## config.mk

```make
export PLATFORM = sky130hd
export DESIGN_NAME = spi_s_main_flat
export DESIGN_NICKNAME = d
export VERILOG_FILES = /design/src/rtl/spi_s_main_pkg.sv /design/src/rtl/spi_s_main_if.sv /design/src/rtl/spi_s_fifo.sv /design/src/rtl/spi_s_main.sv /design/src/flat_wrapper.sv
export SDC_FILE = /design/constraint.sdc
export NUM_CORES = 1
export LEC_CHECK = 0
export BUFFER_PORTS_ARGS = -buffer_cell sky130_fd_sc_hd__clkbuf_2
export CORE_MARGIN = 1
export CORE_UTILIZATION = 45
export DETAILED_ROUTE_END_ITERATION = 8
export GPL_TIMING_DRIVEN = 0
export PLACE_DENSITY_LB_ADDON = 0.08
export SYNTH_ARGS = -nofsm -noshare
export SYNTH_HDL_FRONTEND = slang
export SYNTH_HIERARCHICAL = 1
export SYNTH_SLANG_ARGS = --single-unit
```

## constraint.sdc

```tcl
create_clock -name clock -period 3.3 [get_ports clock]
set_input_delay 0.66 -clock clock [delete_from_list [all_inputs] [get_ports clock]]
set_output_delay 0.66 -clock clock [all_outputs]
set_load 0.005 [all_outputs]
```

## src/rtl/spi_s_main_pkg.sv

```systemverilog
`default_nettype none
// ============================================================================
// Module      : spi_s_main_pkg
// Description : Shared constants and types for the SPI subordinate peripheral:
//               register offsets, SPIMODE layout, STATUS bit positions.
// Revision    : 1.0 - initial release
// ============================================================================
package spi_s_main_pkg;

    // Width of the register offset field inside the decoded window
    localparam int ADDRBITS = 5;

    // Register offsets (identical offsets are shared with the manager)
    localparam logic [ADDRBITS-1:0] OFF_STATUS  = 5'h00;
    localparam logic [ADDRBITS-1:0] OFF_SPIMODE = 5'h04;
    localparam logic [ADDRBITS-1:0] OFF_TXDATA  = 5'h08;
    localparam logic [ADDRBITS-1:0] OFF_RXDATA  = 5'h0C;
    localparam logic [ADDRBITS-1:0] OFF_RXCOUNT = 5'h10;

    // STATUS bit positions
    localparam int STAT_RXVALID = 0;
    localparam int STAT_RXFULL  = 1;
    localparam int STAT_TXEMPTY = 2;
    localparam int STAT_OVF     = 3;

    typedef struct packed {
        logic cpol;
        logic cpha;
    } spimode_t;

    // Expand 4 byte enables into a 32-bit data mask
    function automatic logic [31:0] byte_mask(input logic [3:0] be);
        byte_mask = {{8{be[3]}}, {8{be[2]}}, {8{be[1]}}, {8{be[0]}}};
    endfunction

endpackage
`default_nettype wire

```

## src/rtl/spi_s_main_if.sv

```systemverilog
`default_nettype none
// ============================================================================
// Module      : spi_s_main_if
// Description : Memory-mapped worker bus between the CPU (master) and the
//               SPI subordinate register file (slave).
// Revision    : 1.0 - initial release
// ============================================================================
interface spi_s_main_if;
    logic [31:0] wr_addr;
    logic [31:0] wr_data;
    logic [3:0]  wr_byteEn;
    logic        wr_valid;
    logic        wr_ready;
    logic [31:0] rd_addr;
    logic [3:0]  rd_byteEn;
    logic        rd_valid;
    logic        rd_ready;
    logic [31:0] rd_data;

    modport master (
        output wr_addr, wr_data, wr_byteEn, wr_valid,
        output rd_addr, rd_byteEn, rd_valid,
        input  wr_ready, rd_ready, rd_data
    );

    modport slave (
        input  wr_addr, wr_data, wr_byteEn, wr_valid,
        input  rd_addr, rd_byteEn, rd_valid,
        output wr_ready, rd_ready, rd_data
    );
endinterface
`default_nettype wire

```

## src/rtl/spi_s_fifo.sv

```systemverilog
`default_nettype none
// ============================================================================
// Module      : spi_s_fifo
// Description : Synchronous FIFO with wrap-around pointers carrying an extra
//               MSB to tell full from empty. Push while full is dropped unless
//               a pop happens in the same cycle.
// Revision    : 1.0 - initial release
// ============================================================================
module spi_s_fifo #(
    parameter int WIDTH = 8,
    parameter int DEPTH = 4
) (
    input  wire logic                     clock,
    input  wire logic                     reset,
    input  wire logic                     push,
    input  wire logic                     pop,
    input  wire logic [WIDTH-1:0]         din,
    output logic      [WIDTH-1:0]         dout,
    output logic      [$clog2(DEPTH):0]   count,
    output logic                          full,
    output logic                          empty
);
    localparam int AW = $clog2(DEPTH);

    logic [WIDTH-1:0] mem [DEPTH];
    logic [AW:0]      wr_ptr;
    logic [AW:0]      rd_ptr;
    logic             do_push;
    logic             do_pop;

    assign empty   = (wr_ptr == rd_ptr);
    assign full    = (wr_ptr[AW] != rd_ptr[AW]) && (wr_ptr[AW-1:0] == rd_ptr[AW-1:0]);
    assign count   = wr_ptr - rd_ptr;
    assign dout    = mem[rd_ptr[AW-1:0]];
    assign do_pop  = pop && !empty;
    assign do_push = push && (!full || do_pop);

    // Pointer advance on accepted push/pop
    always_ff @(posedge clock) begin
        if (reset) begin
            wr_ptr <= '0;
            rd_ptr <= '0;
        end else begin
            if (do_push) wr_ptr <= wr_ptr + 1'b1;
            if (do_pop)  rd_ptr <= rd_ptr + 1'b1;
        end
    end

    // Storage write; head is read combinationally so a simultaneous
    // push/pop on a full FIFO still returns the old head
    always_ff @(posedge clock) begin
        if (do_push) mem[wr_ptr[AW-1:0]] <= din;
    end
endmodule
`default_nettype wire

```

## src/rtl/spi_s_main.sv

```systemverilog
`default_nettype none
// ============================================================================
// Module      : spi_s_main
// Description : SPI subordinate. Synchronizes CS/SCK/DIN, shifts bytes
//               LSB-first, buffers received bytes in an RX FIFO and returns
//               the TXDATA holding register on DOUT. CPU access through a
//               simple memory-mapped worker bus.
// Revision    : 1.0 - initial release
// ============================================================================
module spi_s_main
    import spi_s_main_pkg::*;
#(
    parameter logic [31:0] ADDR       = 32'h1000_0100,
    parameter int          FIFO_DEPTH = 4
) (
    input  wire logic   clock,
    input  wire logic   reset,
    spi_s_main_if.slave bus,
    input  wire logic   CS,
    input  wire logic   SCK,
    input  wire logic   DIN,
    output logic        DOUT,
    output logic        irq
);
    localparam int CW = $clog2(FIFO_DEPTH) + 1;

    localparam logic [0:0] ST_IDLE  = 1'b0;
    localparam logic [0:0] ST_SHIFT = 1'b1;

    logic [1:0]  cs_sync, sck_sync, din_sync;
    logic        cs_prev, sck_prev;
    logic        cs_s, din_s, cs_fall, cs_rise, lead, trail;
    logic        sample_edge, shift_edge;
    spimode_t    mode;
    logic [7:0]  txdata;
    logic        tx_empty, ovf;
    logic [0:0]  state;
    logic [2:0]  bitcnt;
    logic [7:0]  rx;
    logic [8:0]  tx9;
    logic [7:0]  load_val;
    logic        start, byte_done, shifter_load;
    logic        wr_hit, wr_en0, wr_status, wr_mode, wr_tx;
    logic        rd_hit, rd_held, pop;
    logic [ADDRBITS-1:0] wr_off, rd_off;
    logic [31:0] rd_val;
    logic [7:0]  fifo_dout;
    logic [CW-1:0] fifo_count;
    logic        fifo_full, fifo_empty;
    logic        unused_bits;

    assign unused_bits = &{1'b0, bus.wr_data[31:8], bus.wr_byteEn[3:1]};

    // Two-flop synchronizers plus one stage of history for edge detection
    always_ff @(posedge clock) begin
        if (reset) begin
            cs_sync  <= 2'b11;
            sck_sync <= 2'b00;
            din_sync <= 2'b00;
            cs_prev  <= 1'b1;
            sck_prev <= 1'b0;
        end else begin
            cs_sync  <= {cs_sync[0], CS};
            sck_sync <= {sck_sync[0], SCK};
            din_sync <= {din_sync[0], DIN};
            cs_prev  <= cs_sync[1];
            sck_prev <= sck_sync[1];
        end
    end

    assign cs_s    = cs_sync[1];
    assign din_s   = din_sync[1];
    assign cs_fall = cs_prev & ~cs_s;
    assign cs_rise = ~cs_prev & cs_s;
    // CPOL is applied to both samples, so a mode change never fakes an edge
    assign lead    =  (sck_sync[1] ^ mode.cpol) & ~(sck_prev ^ mode.cpol);
    assign trail   = ~(sck_sync[1] ^ mode.cpol) &  (sck_prev ^ mode.cpol);
    assign sample_edge = mode.cpha ? trail : lead;
    assign shift_edge  = mode.cpha ? lead  : trail;

    assign load_val     = tx_empty ? 8'h00 : txdata;
    assign start        = (state == ST_IDLE) && cs_fall;
    assign byte_done    = (state == ST_SHIFT) && !cs_rise && sample_edge && (bitcnt == 3'd7);
    assign shifter_load = start || byte_done;

    // Shifter FSM. tx9 is one bit wider than a byte so that DOUT is always
    // tx9[0]: CPHA=1 loads with a leading 0 so the first leading edge shifts
    // bit 0 out; a CPHA=0 reload duplicates bit 0 so the trailing edge that
    // follows the last sample keeps bit 0 on the line.
    always_ff @(posedge clock) begin
        if (reset) begin
            state  <= ST_IDLE;
            bitcnt <= 3'd0;
            rx     <= 8'h00;
            tx9    <= 9'h000;
        end else begin
            case (state)
                ST_IDLE: begin
                    if (cs_fall) begin
                        state  <= ST_SHIFT;
                        bitcnt <= 3'd0;
                        tx9    <= mode.cpha ? {load_val, 1'b0} : {1'b0, load_val};
                    end
                end
                default: begin
                    if (cs_rise) begin
                        state  <= ST_IDLE;
                        bitcnt <= 3'd0;
                        tx9    <= 9'h000;
                    end else if (sample_edge) begin
                        rx     <= {din_s, rx[7:1]};
                        bitcnt <= bitcnt + 3'd1;
                        if (bitcnt == 3'd7)
                            tx9 <= mode.cpha ? {load_val, 1'b0} : {load_val, load_val[0]};
                    end else if (shift_edge) begin
                        tx9 <= {1'b0, tx9[8:1]};
                    end
                end
            endcase
        end
    end

    assign DOUT = (state == ST_SHIFT) & tx9[0];
    assign irq  = ~fifo_empty;

    spi_s_fifo #(
        .WIDTH (8),
        .DEPTH (FIFO_DEPTH)
    ) u_fifo (
        .clock (clock),
        .reset (reset),
        .push  (byte_done),
        .pop   (pop),
        .din   ({din_s, rx[7:1]}),
        .dout  (fifo_dout),
        .count (fifo_count),
        .full  (fifo_full),
        .empty (fifo_empty)
    );

    // Write decode
    assign wr_hit    = bus.wr_valid && (bus.wr_addr[31:ADDRBITS] == ADDR[31:ADDRBITS]) && !bus.wr_ready;
    assign wr_off    = bus.wr_addr[ADDRBITS-1:0];
    assign wr_en0    = wr_hit && bus.wr_byteEn[0];
    assign wr_status = wr_en0 && (wr_off == OFF_STATUS);
    assign wr_mode   = wr_en0 && (wr_off == OFF_SPIMODE) && cs_s;
    assign wr_tx     = wr_en0 && (wr_off == OFF_TXDATA);

    // Read decode; a held rd_valid is one request, so it is re-armed only
    // after rd_valid drops
    assign rd_hit = bus.rd_valid && (bus.rd_addr[31:ADDRBITS] == ADDR[31:ADDRBITS])
                    && !bus.rd_ready && !rd_held;
    assign rd_off = bus.rd_addr[ADDRBITS-1:0];
    assign pop    = rd_hit && (rd_off == OFF_RXDATA) && !fifo_empty;

    // Register file; a TXDATA write wins over a same-cycle shifter load
    always_ff @(posedge clock) begin
        if (reset) begin
            mode         <= '0;
            txdata       <= 8'h00;
            tx_empty     <= 1'b1;
            ovf          <= 1'b0;
            bus.wr_ready <= 1'b0;
        end else begin
            bus.wr_ready <= wr_hit;
            if (wr_mode) mode   <= spimode_t'(bus.wr_data[1:0]);
            if (wr_tx)   txdata <= bus.wr_data[7:0];
            if (wr_tx)
                tx_empty <= 1'b0;
            else if (shifter_load)
                tx_empty <= 1'b1;
            if (byte_done && fifo_full && !pop)
                ovf <= 1'b1;
            else if (wr_status && bus.wr_data[STAT_OVF])
                ovf <= 1'b0;
        end
    end

    // Read data mux
    always_comb begin
        rd_val = 32'h0;
        case (rd_off)
            OFF_STATUS: begin
                rd_val[STAT_RXVALID] = ~fifo_empty;
                rd_val[STAT_RXFULL]  = fifo_full;
                rd_val[STAT_TXEMPTY] = tx_empty;
                rd_val[STAT_OVF]     = ovf;
            end
            OFF_SPIMODE: rd_val = {30'h0, mode.cpol, mode.cpha};
            OFF_TXDATA:  rd_val = {24'h0, txdata};
            OFF_RXDATA:  rd_val = fifo_empty ? 32'h0 : {24'h0, fifo_dout};
            OFF_RXCOUNT: rd_val = {{(32-CW){1'b0}}, fifo_count};
            default:     rd_val = 32'h0;
        endcase
    end

    // Read response registers, one-cycle pulse
    always_ff @(posedge clock) begin
        if (reset) begin
            bus.rd_ready <= 1'b0;
            bus.rd_data  <= 32'h0;
            rd_held      <= 1'b0;
        end else begin
            bus.rd_ready <= rd_hit;
            bus.rd_data  <= rd_hit ? (rd_val & byte_mask(bus.rd_byteEn)) : 32'h0;
            if (!bus.rd_valid)
                rd_held <= 1'b0;
            else if (rd_hit)
                rd_held <= 1'b1;
        end
    end
endmodule
`default_nettype wire

```

## src/flat_wrapper.sv

```systemverilog
// flat-port wrapper written by rule: the top's interface ports become plain ports
module spi_s_main_flat import spi_s_main_pkg::*;
#(
    parameter logic [31:0] ADDR       = 32'h1000_0100,
    parameter int          FIFO_DEPTH = 4
)
  (clock, reset, CS, SCK, DIN, DOUT, irq, bus_wr_addr, bus_wr_data, bus_wr_byteEn, bus_wr_valid, bus_rd_addr, bus_rd_byteEn, bus_rd_valid, bus_wr_ready, bus_rd_ready, bus_rd_data);
  spi_s_main_if bus_i ();
  input  wire logic clock;
  input  wire logic reset;
  input  wire logic CS;
  input  wire logic SCK;
  input  wire logic DIN;
  output logic DOUT;
  output logic irq;
  input wire logic [$bits(bus_i.wr_addr)-1:0] bus_wr_addr;
  input wire logic [$bits(bus_i.wr_data)-1:0] bus_wr_data;
  input wire logic [$bits(bus_i.wr_byteEn)-1:0] bus_wr_byteEn;
  input wire logic [$bits(bus_i.wr_valid)-1:0] bus_wr_valid;
  input wire logic [$bits(bus_i.rd_addr)-1:0] bus_rd_addr;
  input wire logic [$bits(bus_i.rd_byteEn)-1:0] bus_rd_byteEn;
  input wire logic [$bits(bus_i.rd_valid)-1:0] bus_rd_valid;
  output wire logic [$bits(bus_i.wr_ready)-1:0] bus_wr_ready;
  output wire logic [$bits(bus_i.rd_ready)-1:0] bus_rd_ready;
  output wire logic [$bits(bus_i.rd_data)-1:0] bus_rd_data;
  assign bus_i.wr_addr = bus_wr_addr;
  assign bus_i.wr_data = bus_wr_data;
  assign bus_i.wr_byteEn = bus_wr_byteEn;
  assign bus_i.wr_valid = bus_wr_valid;
  assign bus_i.rd_addr = bus_rd_addr;
  assign bus_i.rd_byteEn = bus_rd_byteEn;
  assign bus_i.rd_valid = bus_rd_valid;
  assign bus_wr_ready = bus_i.wr_ready;
  assign bus_rd_ready = bus_i.rd_ready;
  assign bus_rd_data = bus_i.rd_data;
  spi_s_main #(.ADDR(ADDR), .FIFO_DEPTH(FIFO_DEPTH)) u_core (.clock(clock), .reset(reset), .bus(bus_i), .CS(CS), .SCK(SCK), .DIN(DIN), .DOUT(DOUT), .irq(irq));
endmodule
```

# Yosys cells after proc, flatten, opt, wreduce, memory -nomap -nowiden
# Memories as Yosys holds them, arrays and structs flattened. A register that Yosys moved wholly into a read port is not among the register bits.
# Index checks and enable logic that the tools add are counted.
[totals]
mem_count = 1
mem_bits_rw = 32
word_cells = 127
output_inout_bits = 36
ff_bits = 82
[mem_list]
columns = ["name", "depth", "width", "read_ports", "rd_ports_with_merged_regs", "wr", "line", "source"]
rows = [
  ["u_core.u_fifo.mem", 4, 8, 1, 1, 1, "spi_s_fifo.sv:25", "logic [WIDTH-1:0] mem [DEPTH];"],
]
[op_classes]
n_mux = 29
bitwise_logic = 17
n_eq_ne = 15
n_addsub = 4
n_reduce_logical = 41
[op_table]
columns = ["operator", "count"]
rows = [
  ["2-to-1 mux 9 bit", 7],
  ["case mux 28 bit (2 select lines)", 1],
  ["== test 27 x 24 -> 1 bit, second input constant", 2],
  ["AND 32 bit", 1],
  ["logical AND 1 bit", 22],
  ["case mux 4 bit (5 select lines)", 1],
  ["2-to-1 mux 8 bit", 2],
  ["== test 5 x 4 -> 1 bit, second input constant", 3],
  ["2-to-1 mux 1 bit", 12],
  ["2-to-1 mux 3 bit", 4],
  ["== test 5 x 3 -> 1 bit, second input constant", 2],
  ["logical NOT 5 bit", 2],
  ["adder 3 x 1 -> 3 bit, second input constant", 3],
  ["inverter 1 bit", 9],
  ["logical NOT 1 bit", 7],
  ["AND reduction 3 bit", 2],
  ["nonzero test 2 bit", 3],
  ["AND 1 bit", 5],
  ["== test 5 bit, second input constant", 1],
  ["2-to-1 mux 2 bit", 2],
  ["inequality test 4 x 1 -> 1 bit, second input constant", 1],
  ["inequality test 4 x 3 -> 1 bit, second input constant", 1],
  ["OR reduction 2 bit", 2],
  ["== test 3 bit", 1],
  ["other kinds (8)", 10],
]

# Longest topological paths before layout
# Gate-level depths: netlist of the first run.
[depth]
ltp_word = 11
depth_mapped = 8
ltp_nobuf = 8

# Modules after synthesis
# The synthesis of the first run kept the hierarchy.
[by_module_without_submodules]
columns = ["mod", "area_each_um2", "n_inst", "seq_area_each_um2", "cells_per_inst"]
rows = [
  ["spi_s_main", 2567.5, 1, 1021.0, 278],
  ["spi_s_fifo", 1670.4, 1, 1121.1, 97],
]

# Least setup slack after synthesis of the first run
# OpenSTA, ideal clock, no wires.
[synth_path]
kind = "input -> register"
from = "in bus_rd_addr[1]"
to = "mem u_core.u_fifo.mem[2][0] (enable)"
setup_time_ns = 0.332
required_ns = 2.968
t_arrival_ns = 2.213
slack_ns = 0.756
cell_stages = 6
cell_sequence = "nor3_1 nand2_1 nor3b_2 and2_1 o31a_1 and2_1"
[synth_via]
elab_chain_cells = 8
[synth_lines]
columns = ["element", "line", "source"]
rows = [
  ["from (decl)", "flat_wrapper.sv:20", "input wire logic [$bits(bus_i.rd_addr)-1:0] bus_rd_addr;"],
  ["== test 5 x 4 -> 1 bit", "spi_s_main.sv:154", "assign pop = rd_hit && (rd_off == OFF_RXDATA) && !fifo_empty;"],
  ["logical AND 1 bit (2 in a row)", "spi_s_main.sv:154", ""],
  ["named net u_core.pop", "spi_s_main.sv:44", "logic rd_hit, rd_held, pop;"],
  ["logical AND 1 bit", "spi_s_fifo.sv:35", "assign do_pop = pop && !empty;"],
  ["logical OR 1 bit", "spi_s_fifo.sv:36", "assign do_push = push && (!full || do_pop);"],
  ["logical AND 1 bit", "spi_s_fifo.sv:36", ""],
  ["2-to-1 mux 1 bit", "spi_s_fifo.sv:52", "if (do_push) mem[wr_ptr[AW-1:0]] <= din;"],
  ["2-to-1 mux 1 bit (not written as such)", "spi_s_fifo.sv:52", ""],
  ["to (decl)", "spi_s_fifo.sv:25", ""],
]
# The timed path passes the listed nets, and every way through them passes these cells.

# Final worst setup path of the first run
[layout_path]
from = "reg u_core.u_fifo.wr_ptr[0]"
to = "mem u_core.u_fifo.mem[1][2] (enable)"
[layout_via]
elab_chain_cells = 8
word_cells_on_any_way = 11
cone_classes = "eq/ne: 2; mux: 2; reduce/logical: 7"
[layout_lines]
columns = ["element", "line", "source"]
rows = [
  ["from (decl)", "spi_s_fifo.sv:26", "logic [AW:0] wr_ptr;"],
  ["from (signal assigned)", "spi_s_fifo.sv:44", "if (do_push) wr_ptr <= wr_ptr + 1'b1;"],
  ["== test 3 bit", "spi_s_fifo.sv:31", "assign empty = (wr_ptr == rd_ptr);"],
  ["named net u_core.fifo_empty", "spi_s_main.sv:49", "logic fifo_full, fifo_empty;"],
  ["logical NOT 1 bit", "spi_s_main.sv:154", ""],
  ["logical AND 1 bit", "spi_s_main.sv:154", ""],
  ["named net u_core.pop", "spi_s_main.sv:44", ""],
  ["logical AND 1 bit", "spi_s_fifo.sv:35", ""],
  ["logical OR 1 bit", "spi_s_fifo.sv:36", ""],
  ["logical AND 1 bit", "spi_s_fifo.sv:36", ""],
  ["2-to-1 mux 1 bit", "spi_s_fifo.sv:52", ""],
  ["2-to-1 mux 1 bit (not written as such)", "spi_s_fifo.sv:52", ""],
]
# The timed path passes the listed nets, and every way through them passes these cells.

==> results.md, run 1 <==
* FFs w/ async S/R, synth at 0%
* Detail Placement HPWL at 7159 um
* Peak supply drop at 0.2547 mV
* CP endpoint kind: flop
* Initial core utilization at 46.08%
* PostCTS Resize Cnt at 0
* Relative slew slack at 46.05%
* Drt first-iter violations at 176
* Crit-path max FO at 9
* Pins Over Slew Limit at 0
* DIE AREA at 9810 um2
* Antenna violations before repair at 0
* Post-synthesis sequential element count at 91
* HP Class: reg2reg
* CP cell instances: inv_1, ha_1, nand2_1, nor2_1, nor3b_4, and2_1, o31a_1, and2_1
* Final-stage net count at 622
* Clk slew on worst S/H paths at 0.10 ns
* Area leader, netlist: dfxtp_1
* Core region area at 9196 um2
* FF/Latch Area at 2142 um2
* Transition time of the tightest slew-check pin at 0.8045 ns
* CP dominant cell by count: and2_1
* Clock Latency Late Sink at 0.36 ns
* DR vias at 3217
* Worst Path Required at 3.30 ns
* Synth Flop Type: dfxtp_1
* DRC viols at 0
* Filler cell count at 817
* P&R area growth vs syn at 20.76%
* CTS hold repair buffers at 0
* Cell Area, Synth at 4238 um2
* CP max stage delay at 0.49 ns
* CP max-delay cell: and2_1
* Leak at 2.085 nW
* Die Width at 99.05 um
* Setup Total Neg Slack at 0 ns
* Outcome: complete, no violations
* Power Density at 402.3 nW/um2
* CP arrival at 3.05 ns
* I/O pin cnt at 147
* Final antenna-violating net count at 0
* Hold Startpoint: u_core/cs_sync[0]$_SDFF_PP1_
* Minimum clock period at 3.052 ns
* Max Clk Rate at 0.3277 GHz
* RSZ-0062 raised after global routing: false
* Maximum root-to-sink buffer count at 2
* CTS buffer count at 9
* Synth top area share at 27.87%
* Distinct cell type count after synthesis at 61
* CTS Sinks at 91
* First-pass GRT wire length at 14910 um
* Mapped Avg Cell Area at 11.30 um2
* Global placement routability congestion at 0.8879
* Setup CP Type: reg2reg
* Wire length per cell at 15.39 um
* Count leader, synth: dfxtp_1
* Avg Vias per Cell at 5.214
* Final setup fails at 0
* Drt total wl at 9497 um
* Post-synth EDFFs at 32
* Origin of the worst setup path: u_core/u_fifo/wr_ptr[0]$_SDFFE_PP0P_
* CTS tree: built
* Die extent in y at 99.05 um
* # Post-CTS Setup Buffers at 0
* PortBufs at 92
* Final critical-path share of the clock period at 92.48%
* First-pass DRT Iterations at 4
* Core Rows at 35
* Multi-input logic area at 1907 um2
* Syn. warnings at 6
* Max capacitance violation total at 0
* Min Hold Slack at 0.4166 ns
* Worst Skew at 0.01151 ns
* Final Hold Fails at 0
* Pin count of the biggest net entering global routing at 19
* Register area share after synthesis at 50.55%
* R2r startpoint: u_core/u_fifo/wr_ptr[0]$_SDFFE_PP0P_
* Synth area leaders: dfxtp_1 (28%), edfxtp_1 (23%), buf_4 (4.4%)
* H-tree levels at 3
* Gr ovfl total at 0
* Aggregate global-route resource usage at 20.09%
* Layout cells sized above 1 at 33.40%
* Kind of start point of the critical path: flop
* Top cells by count, synth: dfxtp_1 (59), nor2_1 (43), edfxtp_1 (32), buf_4 (25), mux2i_1 (18)
* CTS root buffer: clkbuf_8
* Synth Instances at 375
* Ant diodes at 0
* Vias in the first global route at 3012
==> worst paths after layout <==
path / to / slack (ns) / cells past startpoint
worst max-delay path: u_core/u_fifo/mem[1][2]$_DFFE_PP_ / 0.25 / 8
worst min-delay path: u_core/cs_sync[1]$_SDFF_PP1_ / 0.42 / 1
worst max register to register: u_core/u_fifo/mem[1][2]$_DFFE_PP_ / 0.25 / 8
worst min register to register: u_core/cs_sync[1]$_SDFF_PP1_ / 0.42 / 1
==> per-stage QoR <==
step / instances / area, um2 / power (mW) / utilization [%] / setup slack (ns)
finish: 617 / 5117 / 2.059 / 55.65 / 0.2482
global route: 617 / 5117 / 2.149 / 55.65 / 0.03795
CTS: 617 / 5111 / 2.084 / 55.58 / 0.1664
detailed placement: 601 / 4923 / 1.361 / 53.54 / 0.04977
global placement: 601 / 4923 / 1.359 / 53.54 / 0.1072
floorplan: 398 / 4324 / 1.288 / - / 0.7555
==> critical path: cells and delay by family, from the launching register on <==
| family | cells | cell delay [ns] |
|---|---|---|
| compound gates | 1 | 0.30 |
| fa+ha+maj | 1 | 0.32 |
| buf+inv | 1 | 0.11 |
| flops | 1 | 0.39 |
| simple gates | 5 | 1.58 |
==> routing by layer <==
metal | vias up | GRT usage, % | share of wire [%]
li1 | 1606 | - | -
met1 | 1467 | 26.40 | 45
met2 | 130 | 32.06 | 46
met3 | 14 | 4.752 | 6.5
met4 | 0 | 8.037 | 2.6
met5 | - | 0 | 0
==> report_power, final <==
group | switching (mW) | internal, mW
clock network | 0.428 | 0.292
logic | 0.0813 | 0.0835
registers | 0.00833 | 1.16
==> layout by cell type (no fill, tap or decap), drive strengths merged, types with 3 or more instances in the layout <==
cell type,instances
conb,24
a32oi,7
dfxtp,59
nor2,44
a21oi,6
mux2,13
nor3b,5
inv,15
nor2b,11
nand4,5
o21ai,5
a31oi,7
or2,4
buf,32
ha,9
nor3,3
clkbuf,106
nand2,13
o31ai,3
a211oi,9
nor4b,5
mux2i,19
nand2b,3
a22oi,9
and2,7
edfxtp,32
nand3,5
nor4,11
mux4,8
==> sequential cells by signal (all words and copies together) (netlist names), 3 cells and up, named ones only <==
| name | count |
|---|---|
| u_core/bitcnt | 3 |
| u_core/bus.rd_data | 8 |
| u_core/rx | 7 |
| u_core/tx9 | 9 |
| u_core/txdata | 8 |
| u_core/u_fifo/mem | 32 |
| u_core/u_fifo/rd_ptr | 3 |
| u_core/u_fifo/wr_ptr | 3 |
==> cell type report <==
cell class	count	area share [%]
inverter	10	0.7335
tap	111	2.714
sequential	91	41.86
multi-input combinational	260	37.26
buffer	37	4.768
clock inverter	7	1.247
clock buffer	9	2.421
timing repair buffer	92	8.998
==> cell families (layout without fill, tap and decap cells) <==
kind of cell | Yosys count | in the layout | synth area share, %
mux | 40 | 40 | 12.37
other cells | 1 | 24 | 0.08849
flops | 91 | 91 | 50.55
xor+xnor | 4 | 4 | 1.004
buf+inv | 47 | 155 | 6.643
simple gates | 121 | 121 | 15.44
compound gates | 61 | 61 | 10.78
fa+ha+maj | 10 | 10 | 3.130
No activity file was read; power rests on OpenSTA's default activity.
==> run 2: changes to the inputs <==
--- a/config.mk
+++ b/config.mk
@@ -5,7 +5,7 @@
 export SDC_FILE = /design/constraint.sdc
 export NUM_CORES = 1
 export LEC_CHECK = 0
-export BUFFER_PORTS_ARGS = -buffer_cell sky130_fd_sc_hd__clkbuf_2
+export BUFFER_PORTS_ARGS = -buffer_cell sky130_fd_sc_hd__buf_2
 export CORE_MARGIN = 1
 export CORE_UTILIZATION = 45
 export DETAILED_ROUTE_END_ITERATION = 8
==> run 2 against run 1 <==
Global-route usage rose by 0.22 points. Worst setup slack better by 0.035 ns. Clock power down 6.7%. Worst hold slack improved by 0.0014 ns. Critical path type unchanged. Largest cell class unchanged. Utilization shrank 0.20 points. Largest power group unchanged. Register-to-register slack gained 0.04 ns. Combinational power about the same. Routed wire length rose by 1.6%.
==> results.md, run 2 (same netlist as run 1, synthesis figures left out) <==
* Max reg flops at 32 (unchanged)
* Worst Path Required at 3.31 ns (about the same)
* DIE AREA at 9810 um2 (unchanged)
* Vias in the first global route at 3126 (+3.8%)
* Hold Path Stages at 1 (unchanged)
* P&R area growth vs syn at 20.31%
* Max Clk Rate at 0.3315 GHz (+1.2%)
* CTS root buffer: clkbuf_8
* Drt first-iter violations at 192 (+9.1%)
* Peak supply drop at 0.2056 mV (-19%)
* Final antenna-violating net count at 0 (unchanged)
* R2r startpoint: u_core/u_fifo/wr_ptr[0]$_SDFFE_PP0P_
* FF/Latch Area at 2142 um2 (unchanged)
* Die extent in y at 99.05 um (unchanged)
* I/O pin cnt at 147 (unchanged)
* CP endpoint kind: flop
* Filler cell count at 845 (+3.4%)
* Maximum root-to-sink buffer count at 2 (unchanged)
* CP max-delay cell: and2_1
* Leak at 2.069 nW (-0.80%)
* Core region area at 9196 um2 (unchanged)
* Core Rows at 35 (unchanged)
* Drt total wl at 9649 um (+1.6%)
* CTS tree: built
* Pins Over Slew Limit at 0 (unchanged)
* Multi-input logic area at 1907 um2 (unchanged)
* Minimum clock period at 3.016 ns (-0.03533 ns)
* Worst path bufs/invs at 1 (unchanged)
* Final setup fails at 0 (unchanged)
* Relative slew slack at 46.44% (+0.39 points)
* Wire length per cell at 15.64 um (+1.6%)
* PortBufs at 92 (unchanged)
* Detail Placement HPWL at 7216 um (+0.79%)
* CP arrival at 3.03 ns (-0.02 ns)
* CTS hold repair buffers at 0 (unchanged)
* Worst reg2reg path depth at 8 (unchanged)
* Hold Startpoint: u_core/cs_sync[0]$_SDFF_PP1_
* Transition time of the tightest slew-check pin at 0.7961 ns (-0.008384 ns)
* Pin count of the biggest net entering global routing at 16 (-3)
* Overall Power at 2.011 mW (-2.3%)
* R2R setup slack at 0.28 ns (+0.04 ns)
* Final critical-path share of the clock period at 91.41% (-1.1 points)
* First-pass DRT Iterations at 6 (+2)
* CP dominant cell by count: and2_1
* Setup Total Neg Slack at 0 ns (unchanged)
* DRC viols at 0 (unchanged)
* Clock Latency Late Sink at 0.36 ns (about the same)
* Aggregate global-route resource usage at 20.31% (+0.22 points)
* CP max stage delay at 0.45 ns (-0.04 ns)
* DR vias at 3271 (+1.7%)
* CP cell instances: inv_1, ha_1, nand2_1, nor2_1, nor3b_4, and2_1, o31a_1, and2_1
* Setup CP Type: reg2reg
* Gr ovfl total at 0 (unchanged)
* Clk slew on worst S/H paths at 0.09 ns (about the same)
* First-pass GRT wire length at 15150 um (+1.6%)
* Die Width at 99.05 um (unchanged)
* Post-layout util at 55.44% (-0.20 points)
* Final-stage net count at 622 (unchanged)
* Power Density at 394.5 nW/um2 (-1.9%)
* Avg Vias per Cell at 5.301 (+1.7%)
* Ant diodes at 0 (unchanged)
* CTS Sinks at 91 (unchanged)
* HP Class: reg2reg
* CP top delay family: simple AND/OR/NAND/NOR gates
* H-tree levels at 3 (unchanged)
* Max capacitance violation total at 0 (unchanged)
* R2R Path End: u_core/u_fifo/mem[1][6]$_DFFE_PP_
* Final Hold Fails at 0 (unchanged)
* Kind of start point of the critical path: flop
* RSZ-0062 raised after global routing: false
* Crit-path max FO at 9 (unchanged)
* Antenna violations before repair at 1 (+1)
* Commonest non-fill, non-tap cells in the layout: buf_2 (95), dfxtp_1 (59), nor2_1 (43)
* Commonest non-fill, non-tap cell in the layout: buf_2
* Global placement routability congestion at 0.8885 (about the same)
* Layout cells sized above 1 at 33.00% (-0.40 points)
* Worst Skew at 0.006647 ns (-0.004863 ns)
* Outcome: complete, no violations
* Hold Crit Endpoint: u_core/cs_sync[1]$_SDFF_PP1_
* Initial core utilization at 46.08% (unchanged)
* CTS buffer count at 9 (unchanged)
==> run 2: changes by cell type in the layout (fill, tap and decap cells not counted) <==
| cell | change |
|---|---|
| buf_2 | +92 |
| clkbuf_2 | -92 |
| clkbuf_1 | +2 |
| inv_8 | -2 |
| clkinv_2 | +1 |
| inv_6 | -1 |
==> run 2: area by class of cell <==
class,instances,share of cell area (%)
Sequential cell,91,42.01
Multi-Input combinational cell,260,37.40
Timing Repair Buffer,92,9.031
Buffer,37,4.785
Tap cell,111,2.724
Clock buffer,11,2.577
Clock inverter,5,0.7362
Inverter,10,0.7362
==> run 2: through the flow <==
stage	worst slack (ns)	hold WS, ns	area, um2	cells
floorplan	0.7555	0.3895	4324	398
global placement	0.1031	0.3919	4923	601
detailed placement	0.06778	0.3990	4923	601
CTS	0.1591	0.4213	5092	617
global route	0.01869	0.4406	5099	617
finish	0.2836	0.4180	5099	617
==> run 2: where the power goes <==
group / switching (mW) / internal (mW)
Clock: 0.395 / 0.278
Combinational: 0.0824 / 0.0833
Sequential: 0.00833 / 1.16
==> run 2: layer usage <==
| layer | GRT usage (%) | routed length [um] | vias to the layer above |
|---|---|---|---|
| li1 | - | - | 1600 |
| met1 | 25.45 | 4272 | 1524 |
| met2 | 33.24 | 4501 | 126 |
| met3 | 4.539 | 600 | 19 |
| met4 | 9.874 | 265 | 2 |
| met5 | 0 | 9 | - |
==> run 2: how the worst max path moves through the flow <==
| stage | start | endpoint | slack [ns] | cells after the start |
|---|---|---|---|---|
| 6_report | u_core/u_fifo/wr_ptr[0]$_SDFFE_PP0P_ | u_core/u_fifo/mem[1][6]$_DFFE_PP_ | 0.28 | 8 |
| 5_1_grt | u_core/u_fifo/wr_ptr[0]$_SDFFE_PP0P_ | u_core/u_fifo/mem[1][6]$_DFFE_PP_ | 0.02 | 8 |
| 4_1_cts | u_core/u_fifo/wr_ptr[0]$_SDFFE_PP0P_ | u_core/u_fifo/mem[2][6]$_DFFE_PP_ | 0.16 | 8 |
| 3_5_place_dp | bus_rd_addr[1] | u_core/u_fifo/mem[2][5]$_DFFE_PP_ | 0.07 | 7 |
| 3_3_place_gp | bus_rd_addr[1] | u_core/u_fifo/mem[1][4]$_DFFE_PP_ | 0.10 | 7 |
| 2_1_floorplan | bus_rd_addr[1] | u_core/u_fifo/mem[2][0]$_DFFE_PP_ | 0.76 | 6 |
==> run 2: what timing repair did <==
item                                    in CTS  in global routing
endpoints found under the setup margin       0                 25
gates resized for setup                      0                  1
buffers inserted                             0                  0
endpoints found under the hold margin        0                  0
==> run 3: changes to the inputs <==
--- a/config.mk
+++ b/config.mk
@@ -11,6 +11,7 @@
 export DETAILED_ROUTE_END_ITERATION = 8
 export GPL_TIMING_DRIVEN = 0
 export PLACE_DENSITY_LB_ADDON = 0.08
+export RECOVER_POWER = 100
 export SYNTH_ARGS = -nofsm -noshare
 export SYNTH_HDL_FRONTEND = slang
 export SYNTH_HIERARCHICAL = 1
==> run 3 against run 2 <==
Non-clock buffer count stayed put. Critical endpoint unchanged. Power hardly changed. Highest routed layer unchanged. Final area is 0.86% lower. Via count is 0.34% lower. Sequential share of layout area is 0.36 points higher.
==> results.md, run 3 (same netlist as run 1, synthesis figures left out) <==
* DR vias at 3260 (-0.34%)
* Die extent in y at 99.05 um (unchanged)
* PostCTS Resize Cnt at 0 (unchanged)
* CP arrival at 3.06 ns (+0.03 ns)
* Final antenna-violating net count at 0 (unchanged)
* Outcome: complete, no violations
* Commonest non-fill, non-tap cell in the layout: buf_2
* CTS Sinks at 91 (unchanged)
* Final Hold Fails at 0 (unchanged)
* Final-stage net count at 622 (unchanged)
* Vias in the first global route at 3126 (unchanged)
* I/O pin cnt at 147 (unchanged)
* Wire length per cell at 15.67 um (+0.22%)
* Worst Skew at 0.007202 ns (+0.0005551 ns)
* Final critical-path share of the clock period at 92.52% (+1.1 points)
* First-pass GRT wire length at 15150 um (unchanged)
* Final setup fails at 0 (unchanged)
* Die Width at 99.05 um (unchanged)
* Kind of start point of the critical path: flop
* Max reg flops at 32 (unchanged)
* Antenna violations before repair at 1 (unchanged)
* HP Class: reg2reg
* Aggregate global-route resource usage at 20.31% (unchanged)
* Peak supply drop at 0.2064 mV (+0.42%)
* Overall Power at 2.010 mW (about the same)
* Post-route cell area at 5055 um2 (-0.86%)
* Clk slew on worst S/H paths at 0.09 ns (about the same)
* H-tree levels at 3 (unchanged)
* RSZ-0062 raised after global routing: false
* Setup CP Type: reg2reg
* P&R area growth vs syn at 19.28%
* Commonest non-fill, non-tap cells in the layout: buf_2 (88), dfxtp_1 (59), nor2_1 (44)
* Worst Path Required at 3.31 ns (about the same)
* Pins Over Slew Limit at 0 (unchanged)
* CTS tree: built
* Drt first-iter violations at 178 (-7.3%)
* Total placed instance area at 4923 um2 (unchanged)
* Post-layout util at 54.97% (-0.48 points)
* CTS buffer count at 9 (unchanged)
* Layout cells sized above 1 at 30.24% (-2.8 points)
* Max Clk Rate at 0.3275 GHz (-1.2%)
* Detail Placement HPWL at 7216 um (unchanged)
* Crit-path max FO at 9 (unchanged)
* CTS hold repair buffers at 0 (unchanged)
* Leak at 2.031 nW (-1.8%)
* Pin count of the biggest net entering global routing at 16 (unchanged)
* Max capacitance violation total at 0 (unchanged)
* Relative slew slack at 13.64% (-33 points)
* First-pass DRT Iterations at 4 (-2)
* # Post-CTS Setup Buffers at 0 (unchanged)
* Initial core utilization at 46.08% (unchanged)
* Clock Latency Late Sink at 0.36 ns (about the same)
* DIE AREA at 9810 um2 (unchanged)
* Transition time of the tightest slew-check pin at 1.284 ns (+0.4884 ns)
* Filler cell count at 853 (+0.95%)
* Minimum clock period at 3.053 ns (+0.03684 ns)
* Gr ovfl total at 0 (unchanged)
* Global placement routability congestion at 0.8885 (unchanged)
* Power Density at 397.7 nW/um2 (+0.81%)
* Maximum root-to-sink buffer count at 2 (unchanged)
* Core Rows at 35 (unchanged)
* CTS root buffer: clkbuf_8
* Placed instance count at 601 (unchanged)
* DRC viols at 0 (unchanged)
* Ant diodes at 0 (unchanged)
* CP endpoint kind: flop
* Setup Total Neg Slack at 0 ns (unchanged)
* Drt total wl at 9670 um (+0.22%)
* Core region area at 9196 um2 (unchanged)
* Non-Filler Instances at 617 (unchanged)
* Avg Vias per Cell at 5.284 (-0.34%)
* PortBufs at 92 (unchanged)
[run 3: cell types whose count changed in the layout (fill, tap and decap cells not counted), sizes merged]
cell and change:
buf -9, clkbuf +9
[run 3: critical path, stage by stage, from the launching register on]
cell     delay, ns
dfxtp_1       0.39
inv_1         0.11
ha_1          0.33
nand2_1       0.19
nor2_1        0.16
nor3b_4       0.40
and2_1        0.36
o31a_1        0.30
and2_1        0.46
[run 3: metrics by stage]
stage          setup slack [ns]  hold slack [ns]
2_1_floorplan            0.7555           0.3895
3_3_place_gp             0.1031           0.3919
3_5_place_dp            0.06778           0.3990
4_1_cts                  0.1591           0.4213
5_1_grt                 0.01869           0.4406
6_report                 0.2467           0.4182
[run 3: where the power goes]
part	leakage [nW]	internal [mW]	switching, mW
combinational	1.18	0.0825	0.0815
sequential	0.770	1.16	0.00835
clock	0.0803	0.278	0.395
total	2.03	1.53	0.485
[run 3: final timing paths]
check	startpoint	to	slack [ns]	cells after the start
setup reg to reg	u_core/u_fifo/wr_ptr[0]$_SDFFE_PP0P_	u_core/u_fifo/mem[1][6]$_DFFE_PP_	0.25	8
hold / removal	u_core/cs_sync[0]$_SDFF_PP1_	u_core/cs_sync[1]$_SDFF_PP1_	0.42	1
hold reg to reg	u_core/cs_sync[0]$_SDFF_PP1_	u_core/cs_sync[1]$_SDFF_PP1_	0.42	1
setup / recovery	u_core/u_fifo/wr_ptr[0]$_SDFFE_PP0P_	u_core/u_fifo/mem[1][6]$_DFFE_PP_	0.25	8
[run 3: cell type report]
class / instances / area, um2 / share of cell area [%]
inverter: 10 / 37.54 / 0.7426
multi-input combinational: 260 / 1876 / 37.10
buffer: 37 / 239.0 / 4.728
clock buffer: 11 / 131.4 / 2.599
sequential: 91 / 2142 / 42.38
timing repair buffer: 92 / 452.9 / 8.960
clock inverter: 5 / 37.54 / 0.7426
tap: 111 / 138.9 / 2.748
[run 3: routing by layer]
| metal | track usage, % | share of wire [%] |
|---|---|---|
| met3 | 4.539 | 6.8 |
| met1 | 25.45 | 44 |
| met4 | 9.874 | 2.8 |
| met2 | 33.24 | 46 |
| met5 | 0 | 0.093 |
